File: src/rtl/alu_pkg.sv
// Shared ALU definitions: encodings, checker states and golden model.
// The model works at a fixed maximum width; callers pass their width n.
package alu_pkg;

  localparam int MAX_W = 32;

  localparam logic [1:0] OP_TRANSFER = 2'b00;
  localparam logic [1:0] OP_ADD      = 2'b01;
  localparam logic [1:0] OP_SUB      = 2'b10;
  localparam logic [1:0] OP_RSUB     = 2'b11;

  localparam logic [1:0] OP_AND  = 2'b00;
  localparam logic [1:0] OP_OR   = 2'b01;
  localparam logic [1:0] OP_XOR  = 2'b10;
  localparam logic [1:0] OP_XNOR = 2'b11;

  localparam logic MODE_ARITH = 1'b1;
  localparam logic MODE_LOGIC = 1'b0;

  typedef enum logic [1:0] {
    ST_IDLE,
    ST_RUN,
    ST_DRAIN,
    ST_DONE
  } chk_state_e;

  // a and b must be zero above bit n-1; result bit n is carry/borrow.
  function automatic logic [MAX_W:0] alu_model(
    input logic [MAX_W-1:0] a,
    input logic [MAX_W-1:0] b,
    input logic             cin,
    input logic [1:0]       oper,
    input logic             mode,
    input int               n
  );
    logic [MAX_W:0] ea;
    logic [MAX_W:0] eb;
    logic [MAX_W:0] ec;
    logic [MAX_W:0] r;
    logic [MAX_W:0] m_res;
    logic [MAX_W:0] m_log;
    ea = {1'b0, a};
    eb = {1'b0, b};
    ec = {{MAX_W{1'b0}}, cin};
    for (int i = 0; i <= MAX_W; i++) begin
      m_res[i] = (i <= n);
      m_log[i] = (i < n);
    end
    if (mode == MODE_ARITH) begin
      unique case (oper)
        OP_TRANSFER: r = ea;
        OP_ADD:      r = ea + eb + ec;
        OP_SUB:      r = ea - eb - ec;
        default:     r = eb - ea - ec;
      endcase
      r = r & m_res;
    end else begin
      unique case (oper)
        OP_AND:  r = ea & eb;
        OP_OR:   r = ea | eb;
        OP_XOR:  r = ea ^ eb;
        default: r = ~(ea ^ eb);
      endcase
      r = r & m_log;
    end
    return r;
  endfunction

endpackage

File: src/rtl/exp_fifo.sv
// Expectation FIFO: synchronous, wrap-around pointers with an extra MSB.
// Push while full is accepted only together with a pop.
module exp_fifo
  import alu_pkg::*;
#(
  parameter int W     = 5,
  parameter int DEPTH = 4
) (
  input  logic         clk,
  input  logic         rst,
  input  logic         clr,
  input  logic         push,
  input  logic         pop,
  input  logic [W-1:0] wdata,
  output logic [W-1:0] rdata,
  output logic         full,
  output logic         empty
);

  localparam int AW = $clog2(DEPTH);

  logic [W-1:0] mem_q [DEPTH];
  logic [AW:0]  wr_ptr_q, wr_ptr_d;
  logic [AW:0]  rd_ptr_q, rd_ptr_d;
  logic         wr_en;
  logic         rd_en;

  assign empty = (wr_ptr_q == rd_ptr_q);
  assign full  = (wr_ptr_q[AW-1:0] == rd_ptr_q[AW-1:0])
               & (wr_ptr_q[AW] != rd_ptr_q[AW]);
  assign rdata = mem_q[rd_ptr_q[AW-1:0]];

  assign wr_en = push & (~full | pop);
  assign rd_en = pop & ~empty;

  // Pointer advance; clear empties the queue.
  always_comb begin
    wr_ptr_d = wr_ptr_q;
    rd_ptr_d = rd_ptr_q;
    if (clr) begin
      wr_ptr_d = '0;
      rd_ptr_d = '0;
    end else begin
      if (wr_en) wr_ptr_d = wr_ptr_q + 1'b1;
      if (rd_en) rd_ptr_d = rd_ptr_q + 1'b1;
    end
  end

  // Pointer registers.
  always_ff @(posedge clk or posedge rst) begin
    if (rst) begin
      wr_ptr_q <= '0;
      rd_ptr_q <= '0;
    end else begin
      wr_ptr_q <= wr_ptr_d;
      rd_ptr_q <= rd_ptr_d;
    end
  end

  // Storage needs no reset; pointers define validity.
  always_ff @(posedge clk) begin
    if (wr_en && !clr) mem_q[wr_ptr_q[AW-1:0]] <= wdata;
  end

endmodule

File: config.mk
export PLATFORM = sky130hd
export DESIGN_NAME = exp_fifo
export DESIGN_NICKNAME = d
export VERILOG_FILES = /design/src/rtl/alu_pkg.sv /design/src/rtl/exp_fifo.sv
export SDC_FILE = /design/constraint.sdc
export NUM_CORES = 1
export LEC_CHECK = 0
export BUFFER_PORTS_ARGS = -buffer_cell sky130_fd_sc_hd__buf_2
export CORE_UTILIZATION = 50
export DETAILED_ROUTE_END_ITERATION = 7
export HOLD_SLACK_MARGIN = 0.06
export PLACE_DENSITY = 0.74
export SYNTH_ARGS = -nofsm -noshare
export SYNTH_HDL_FRONTEND = slang
export SYNTH_SLANG_ARGS = --single-unit
export TNS_END_PERCENT = 30
File: constraint.sdc
create_clock -name clk -period 2.81 [get_ports clk]
set_input_delay 0.562 -clock clk [delete_from_list [all_inputs] [get_ports clk]]
set_output_delay 0.562 -clock clk [all_outputs]
set_load 0.02 [all_outputs]
==> flow_metrics.tcl, run 1 <==
set metrics [dict create \
    yosysWarnings 0 \
    dieWidth_um 52.2 \
    rr_startpoint "rd_ptr_q[0]$_DFFE_PP0P_" \
    maxSlewViolCount 0 \
    syn_to_final_growth_pct 11.5 \
    yosysMostFrequentCell "edfxtp_1" \
    tritoncts "built" \
    synth_area_um2 1260 \
    wirelength_mm 2.00 \
    worstPathRequired_ns 2.25 \
    antenna_found_initial 0 \
    rows 17 \
    yosys-top-cells-count "edfxtp_1, nor2_1, dfrtp_1" \
    synth_ff_type "edfxtp_1" \
    syn_inst 81 \
    dr.pass1.iters 4 \
    synth_top_area_frac 0.477 \
    startpoint_type "register" \
    synth_edf_count 20 \
    dp_slack_ns 0.851 \
    critical_path_arrival_ns 1.78 \
    power_frac_seq 0.526 \
    maxCapViolCount 0 \
    swShare 0.253 \
    remaining_drc_errors 0 \
    clockBufferDepth 2 \
    hold_viol_final 0 \
    syn_area_per_cell_um2 15.6 \
    r2r_end "mem_q[0][3]$_DFFE_PP_" \
    grt_remaining_overflow 0 \
    cts.clk_slew.worst_paths_ns 0.14 \
    grt_max_degree 16 \
    dpl.hpwl_mm 1.47 \
    max_clock_freq_mhz 428 \
    yosysTopAreaCell "edfxtp_1" \
    setup_violations 0 \
    cts_root_buf "clkbuf_4" \
    cp_slowest_cell "dfrtp_1" \
    port_buffers 16 \
    path_class "reg2out" \
    path_max_fanout 9 \
    detail-route-antenna-nets 0 \
    die_area_um2 2720 \
    num-fill-cells 180 \
    slowest_delay_ns 0.65 \
    ys_async_sr_fraction 0.231 \
    cts_buffers 3 \
    synth_seq_area_share 0.596 \
    r2r_cells 3 \
    via_per_inst 5.45 \
    min_period_ns 2.34 \
    diodes 0 \
    slew-limit-headroom 0.696 \
    grt_use_total 0.175 \
    pwr-share-comb 0.178 \
    coreArea_um2 2300 \
    hold_buffers 0 \
    globalplace.congestion 0.679 \
    path_cells "mux4_1 -> buf_2" \
    clk_latency_ns 0.32 \
    cts_resized 0 \
    grt_pass1_wl_mm 3.32 \
    critical_path.endpoint "rdata[1]" \
    yosys-top-cells-area "edfxtp_1, dfrtp_1, mux4_2" \
    synth_nets 96 \
    postCtsSetupRepairBufs 0 \
    skew_ns 0.00670 \
    vias 687 \
    ys_types 23 \
    ys_seq_elements 26 \
    clkSinkCount 26 \
    nNetsFinal 114 \
    fin_ws_ns 0.473 \
    p_per_area_nw_per_um2 615 \
    peakVddDrop_mv 0.443 \
    crit_start "rd_ptr_q[0]$_DFFE_PP0P_" \
    status "complete, no violations" \
    worst_hold_path_type "in2async" \
    num_io_pins 17 \
    grt_setup_unrepaired "false" \
    grt_pass1_vias 687 \
    first_iter_violations 9 \
    p_leak_nw 0.555 \
    power.internal_mw 0.645 \
    initial_core_util 0.548 \
    p_sw_mw 0.219 \
    r2r_slack_ns 0.97 \
    wl_per_cell_um 15.8 \
    die_y_um 52.2 \
    worst_slew_pin_slew_ns 0.456 \
    htreeDepth 1 \
    period_share 0.832 \
    final.setup.tns_ns 0 \
    drive_gt1_frac 0.316 \
    pwr-share-clk 0.296 \
    endpoint_kind "output port" \
]
-- placed cells by master (no fill, tap or decap) --
cell	instances
xor2_2	1
nor2_1	7
a41oi_2	1
mux2_2	3
mux2i_1	2
inv_1	5
ha_1	5
xnor2_2	2
a41oi_1	2
xnor2_1	1
buf_2	16
clkbuf_4	3
and2_1	4
dfrtp_1	6
nor2b_1	3
bufinv_16	1
nand2b_1	5
a31oi_1	2
mux2_4	1
mux4_1	2
edfxtp_1	20
nand2_1	3
mux4_2	3
-- routing by layer --
layer / global-route usage / wire (µm) / vias to the layer above
met1: 0.243 / 949 / 343
li1: - / - / 332
met4: 0.0570 / 19 / 0
met2: 0.286 / 983 / 10
met3: 0.0261 / 44 / 2
met5: 0 / 0 / -
-- power by group through the flow --
stage / Combinational (mW) / Clock [mW] / Sequential, mW
floorplan: 0.135 / 0 / 0.447
global placement: 0.150 / 0 / 0.463
detailed placement: 0.154 / 0 / 0.464
CTS: 0.156 / 0.256 / 0.455
global route: 0.173 / 0.271 / 0.458
finish: 0.154 / 0.256 / 0.455
-- metrics by stage --
step | util | cell area [µm²] | hold WS, ns | power, mW | std cells
floorplan | - | 1260 | 0.353 | 0.581 | 81
global placement | 0.589 | 1350 | 0.493 | 0.613 | 122
detailed placement | 0.589 | 1350 | 0.500 | 0.619 | 122
CTS | 0.612 | 1410 | 0.136 | 0.868 | 126
global route | 0.612 | 1410 | 0.126 | 0.903 | 126
finish | 0.612 | 1410 | 0.138 | 0.864 | 126
-- state kept, by name, summed over array words and instances (netlist names) --
signal / cells
mem_q: 20
wr_ptr_q: 3
rd_ptr_q: 3
-- how the worst min path moves through the flow --
| stage | from | endpoint |
|---|---|---|
| 3_5_place_dp | rst | rd_ptr_q[1]$_DFFE_PP0P_ |
| 3_3_place_gp | rst | rd_ptr_q[2]$_DFFE_PP0P_ |
| 2_1_floorplan | rst | rd_ptr_q[0]$_DFFE_PP0P_ |
| 5_1_grt | rst | rd_ptr_q[2]$_DFFE_PP0P_ |
| 4_1_cts | rst | rd_ptr_q[2]$_DFFE_PP0P_ |
| 6_report | rst | rd_ptr_q[1]$_DFFE_PP0P_ |
-- worst max-delay path, delay by kind of cell, from the launching register on --
family,cells,cell delay (ns)
DFF,1,0.65
muxes,1,0.63
buffers and inverters,1,0.18
-- cell families after synthesis --
kind of cell	after synthesis	share of synthesized area
AO/OA/AOI/OAI	5	0.0367
multiplexers	11	0.150
AND/OR/NAND/NOR	22	0.0894
buffers and inverters	8	0.0328
adder cells (fa/ha/maj)	5	0.0497
XOR/XNOR	4	0.0457
flip-flops	26	0.596
-- area by class of cell --
type / instances / area (µm²) / share of cell area
Inverter: 5 / 18.8 / 0.0134
Timing Repair Buffer: 16 / 80.1 / 0.0570
Sequential cell: 26 / 751 / 0.534
Clock buffer: 3 / 22.5 / 0.0160
Clock inverter: 1 / 30.0 / 0.0214
Tap cell: 28 / 35.0 / 0.0249
Multi-Input combinational cell: 47 / 468 / 0.333
No activity file was read; power rests on OpenSTA's default activity.
==> inputs of run 2 (changes only) <==
Settings changed: ABC_AREA set to 1.
Clock period 2.81 ns to 2.4 ns, I/O delays scaled along.
==> run 2 against run 1 <==
  * Largest cell class unchanged
  * Design area fell by 1.2%
  * Highest routed layer unchanged
  * Largest power group unchanged
  * Synthesized area fell by 2.6%
  * Clock skew fell by 0.0031 ns
  * Synthesized cell count rose by 42%
  * Worst hold slack improved by 0.26 ns
  * Sequential power rose by 16%
  * Flip-flop and latch count did not move
  * Worst setup slack got worse by 0.16 ns
  * Critical path depth rose by 4
  * Combinational power rose by 23%
  * Die area fell by 2.5%
==> flow_metrics.tcl, run 2 <==
set metrics [dict create \
    yosysTopAreaCell "edfxtp_1" \
    path_cells "inv_2 -> nand2_1 -> nand2_1 -> nand3_2 -> inv_1 -> buf_2" \
    dp_cells 156 \
    startpoint_type "register" \
    final_cell_mix "edfxtp_1, nor2_1, buf_2" \
    p_leak_nw 0.610 \
    synth_seq_area_share 0.612 \
    fin_area_um2 1390 \
    synth_xor_area_frac 0.0275 \
    globalplace.congestion 0.808 \
    final_common_cell "edfxtp_1" \
    grt_pass1_wl_mm 3.89 \
    num_io_pins 17 \
    synth_compound_area_frac 0.0663 \
    port_buffers 16 \
    worst_slew_pin_slew_ns 0.470 \
    grt_setup_unrepaired "false" \
    maxSlewViolCount 0 \
    die_y_um 51.5 \
    synth_edf_count 20 \
    maxCapViolCount 0 \
    cts_buffers 3 \
    coreArea_um2 2250 \
    power_frac_seq 0.523 \
    wl_per_cell_um 15.0 \
    synth_top_area_frac 0.489 \
    grt_use_total 0.215 \
    first_iter_violations 40 \
    placedInstanceArea_um2 1330 \
    p_per_area_nw_per_um2 725 \
    max_clock_freq_mhz 479 \
    dieWidth_um 51.5 \
    min_period_ns 2.09 \
    endpoint_kind "output port" \
    nNetsFinal 149 \
    rr_startpoint "rd_ptr_q[0]$_DFFE_PP0P_" \
    ys_seq_elements 26 \
    grt_max_degree 16 \
    synth_nets 130 \
    slew-limit-headroom 0.686 \
    largest_reg_flops 20 \
    clk_latency_ns 0.31 \
    power.internal_mw 0.735 \
    critical_path_arrival_ns 1.61 \
    multiInputGateArea_um2 395 \
    min-delay-start "wdata[3]" \
    dr.pass1.iters 4 \
    wirelength_mm 2.42 \
    detail-route-antenna-nets 0 \
    worstPathRequired_ns 1.92 \
    layout.cells.non_filler 161 \
    p_sw_mw 0.271 \
    remaining_drc_errors 0 \
    syn_to_final_growth_pct 13.0 \
    peakVddDrop_mv 0.503 \
    path_class "reg2out" \
    hold_viol_final 0 \
    hold-worst-slack_ns 0.396 \
    grt_pass1_vias 797 \
    antenna_found_initial 0 \
    muxShareOfSynthArea 0 \
    yosys.area_share.simple 0.177 \
    cts.clk_slew.worst_paths_ns 0.14 \
    diodes 0 \
    synth-adder-area-share 0.0510 \
    grt_remaining_overflow 0 \
    seqCellArea_um2 751 \
    yosys-top-cells-count "edfxtp_1, nor2_1, nand2_1" \
    clkSinkCount 26 \
    cp_common_cell "nand2_1" \
    final.setup.tns_ns 0 \
    swShare 0.270 \
    period_share 0.870 \
    initial_core_util 0.544 \
    synth_top_family_by_area "simple AND/OR/NAND/NOR gates" \
    status "complete, no violations" \
    cts_root_buf "clkbuf_4" \
    cp_slowest_cell "dfrtp_1" \
    htreeDepth 1 \
    path_max_fanout 14 \
    ys_types 20 \
    drive_gt1_frac 0.203 \
    worst_hold_path_type "in2reg" \
    pwr-share-clk 0.290 \
    cts_resized 0 \
    slowest_delay_ns 0.54 \
    via_per_inst 5.27 \
    setup_violations 0 \
    yosysWarnings 0 \
    synth_area_um2 1230 \
    syn_area_per_cell_um2 10.7 \
    crit_start "rd_ptr_q[0]$_DFFE_PP0P_" \
    yosys-top-cells-area "edfxtp_1, dfrtp_1, ha_1" \
    dpl.hpwl_mm 1.92 \
    tritoncts "built" \
    vias 849 \
    pwr-share-comb 0.188 \
    synth_ff_type "edfxtp_1" \
    num-fill-cells 196 \
    power_mw 1.01 \
    yosysMostFrequentCell "edfxtp_1" \
    ys_async_sr_fraction 0.231 \
    clockBufferDepth 2 \
    skew_ns 0.00360 \
    die_area_um2 2660 \
    worstPathBufferInverterCount 3 \
    syn_inst 115 \
    rows 17 \
    path_delay_family "flip-flops" \
]
-- run 2: cell types whose count changed in the layout (fill, tap and decap cells not counted), sizes merged, moves of 6 or more --
cell / before / now
nand3: 0 / 8
nand4: 0 / 6
o21ai: 0 / 10
inv: 5 / 15
nand2: 3 / 17
nor2: 7 / 16
-- run 2: layout make-up --
type,count,share of cell area
Clock buffer,3,0.0162
Clock inverter,1,0.0216
Inverter,15,0.0406
Multi-Input combinational cell,70,0.285
Sequential cell,26,0.541
Tap cell,28,0.0252
Timing Repair Buffer,18,0.0703
-- run 2: logic make-up after synthesis --
group | Yosys count
compound gates | 15
xor+xnor | 3
fa+ha+maj | 5
buf+inv | 19
flops | 26
simple gates | 47
-- run 2: power by group through the flow --
stage                     sequential (mW)  clock, mW  combinational [mW]
after floorplan                     0.522          0               0.141
after global placement              0.534          0               0.183
after detailed placement            0.535          0               0.187
after CTS                           0.525      0.292               0.189
after global routing                0.529      0.306               0.210
final                               0.526      0.291               0.189
-- run 2: what timing repair did --
item                       4_1_cts  5_1_grt
hold endpoints to repair         6        0
hold buffers                     1        0
setup endpoints to repair        0        0
setup buffers                    0        0
-- run 2: per-layer routing --
metal / track usage / wire (µm) / up-vias
li1: - / - / 425
met1: 0.344 / 1160 / 394
met2: 0.310 / 1070 / 28
met3: 0.0205 / 167 / 2
met4: 0.0676 / 17 / 0
met5: 0 / 0 / -
-- run 2: final timing paths --
path | to | slack (ns) | cells after the start
setup / recovery | empty | 0.31 | 6
hold / removal | mem_q[0][3]$_DFFE_PP_ | 0.40 | 1
setup reg to reg | mem_q[3][3]$_DFFE_PP_ | 0.38 | 6
hold reg to reg | wr_ptr_q[2]$_DFFE_PP0P_ | 0.59 | 2
max in group asynchronous | wr_ptr_q[1]$_DFFE_PP0P_ | 1.60 | 3
min in group asynchronous | rd_ptr_q[2]$_DFFE_PP0P_ | 0.61 | 3
-- run 2: stage by stage --
step                utilization  setup WS [ns]
floorplan                     -          0.764
global placement          0.588          0.540
detailed placement        0.588          0.378
CTS                       0.615          0.317
global route              0.615          0.189
finish                    0.615          0.311
==> inputs of run 3 (changes only) <==
Settings changed: ABC_AREA 1 to not set.
==> run 3 against run 2 <==
  * Cell count down 21%
  * Routed wire length down 20%
  * First-iteration DRC count down 80%
  * Via count down 20%
  * Clock skew down 0.0016 ns
  * Die area up 2.6%
  * Worst setup slack worse by 0.16 ns
  * Maximum frequency down 7.2%
==> flow_metrics.tcl, run 3 (synthesized netlist as in run 1, its figures left out) <==
set metrics [dict create \
    clkSinkCount 26 \
    fin_ws_ns 0.150 \
    layout.cells.non_filler 127 \
    tritoncts "built" \
    dp_cells 122 \
    r2r_slack_ns 0.57 \
    r2r_cells 3 \
    maxCapViolCount 0 \
    clockBufferDepth 2 \
    die_y_um 52.2 \
    cts_buffers 3 \
    final.setup.tns_ns 0 \
    crit_start "rd_ptr_q[0]$_DFFE_PP0P_" \
    p_per_area_nw_per_um2 713 \
    path_max_fanout 9 \
    hold_buffers 1 \
    dr.pass1.iters 4 \
    coreArea_um2 2300 \
    initial_core_util 0.548 \
    cts_resized 0 \
    swShare 0.249 \
    final_cell_mix "edfxtp_1, buf_2, nor2_1" \
    grt_pass1_vias 706 \
    remaining_drc_errors 0 \
    vias 683 \
    r2r_end "mem_q[1][0]$_DFFE_PP_" \
    startpoint_type "register" \
    endpoint_kind "output port" \
    hold_depth 1 \
    first_iter_violations 8 \
    period_share 0.938 \
    grt_use_total 0.179 \
    p_sw_mw 0.251 \
    worst_hold_path_type "in2reg" \
    wirelength_mm 1.94 \
    path_cells "mux4_1 -> buf_2" \
    worst_slew_pin_slew_ns 0.468 \
    worstPathBufferInverterCount 1 \
    grt_remaining_overflow 0 \
    path_class "reg2out" \
    grt_max_degree 16 \
    postLayoutCoreUtil 0.616 \
    min-delay-start "wdata[1]" \
    pwr-share-comb 0.179 \
    hold-worst-slack_ns 0.368 \
    drive_gt1_frac 0.313 \
    nNetsFinal 115 \
    slew-limit-headroom 0.688 \
    hold_viol_final 0 \
    dp_slack_ns 0.506 \
    power.internal_mw 0.757 \
    detail-route-antenna-nets 0 \
    diodes 0 \
    via_per_inst 5.38 \
    skew_ns 0.00201 \
    worstPathRequired_ns 1.92 \
    path_delay_family "flip-flops" \
    globalplace.congestion 0.692 \
    postCtsSetupRepairBufs 0 \
    cp_slowest_cell "dfrtp_1" \
    largest_reg_flops 20 \
    clk_latency_ns 0.31 \
    status "complete, no violations" \
    dieWidth_um 52.2 \
    slowest_delay_ns 0.66 \
    die_area_um2 2720 \
    syn_to_final_growth_pct 12.3 \
    wl_per_cell_um 15.3 \
    power_frac_seq 0.528 \
    setup_violations 0 \
    grt_setup_unrepaired "false" \
    rows 17 \
    cts_root_buf "clkbuf_4" \
    maxSlewViolCount 0 \
    grt_pass1_wl_mm 3.37 \
    critical_path_arrival_ns 1.77 \
    cts.clk_slew.worst_paths_ns 0.14 \
    htreeDepth 1 \
    dpl.hpwl_mm 1.41 \
    pwr-share-clk 0.292 \
    peakVddDrop_mv 0.465 \
    p_leak_nw 0.559 \
    max_clock_freq_mhz 444 \
    critical_path.endpoint "rdata[2]" \
    num_io_pins 17 \
    antenna_found_initial 0 \
    rr_startpoint "rd_ptr_q[0]$_DFFE_PP0P_" \
    path_depth 2 \
    port_buffers 16 \
    min_period_ns 2.25 \
    final_common_cell "edfxtp_1" \
]
-- run 3: cell types whose count changed in the layout (fill, tap and decap cells not counted), moves of 4 or more --
cell / change
nand4_1: -5
and2_1: +4
o21ai_0: -10
nor2_1: -9
nand3_1: -7
nand2_1: -12
inv_1: -9
nand2b_1: +5
o22ai_1: -5
-- run 3: area by class of cell --
type	instances	area [µm²]
inverters	5	18.8
flip-flops and latches	26	751
multi-input cells	47	468
clock inverters	1	30.0
well taps	28	35.0
fillers	188	882
repair buffers	17	90.1
clock buffers	3	22.5
-- run 3: worst min path at each step --
stage	slack [ns]	end
floorplan	0.27	rd_ptr_q[0]$_DFFE_PP0P_
global placement	0.41	rd_ptr_q[2]$_DFFE_PP0P_
detailed placement	0.41	rd_ptr_q[1]$_DFFE_PP0P_
CTS	0.36	mem_q[2][3]$_DFFE_PP_
global route	0.35	mem_q[2][1]$_DFFE_PP_
finish	0.37	mem_q[2][1]$_DFFE_PP_
-- run 3: metal layers --
metal,part of all wire,global-route usage,wire length [µm],vias up
li1,-,-,-,332
met1,0.46,0.246,898,335
met2,0.50,0.282,966,12
met3,0.027,0.0435,52,4
met4,0.011,0.0570,22,0
met5,0,0,0,-
-- run 3: through the flow --
| step | power, mW | area (µm²) |
|---|---|---|
| 3_3_place_gp | 0.718 | 1350 |
| 6_report | 1.01 | 1420 |
| 3_5_place_dp | 0.724 | 1350 |
| 5_1_grt | 1.06 | 1420 |
| 4_1_cts | 1.02 | 1420 |
| 2_1_floorplan | 0.681 | 1260 |
-- run 3: power groups by stage --
stage | registers, mW | clock network (mW) | logic [mW]
finish | 0.533 | 0.295 | 0.181
floorplan | 0.523 | 0 | 0.158
global placement | 0.542 | 0 | 0.176
detailed placement | 0.543 | 0 | 0.180
global route | 0.536 | 0.319 | 0.202
CTS | 0.533 | 0.300 | 0.183
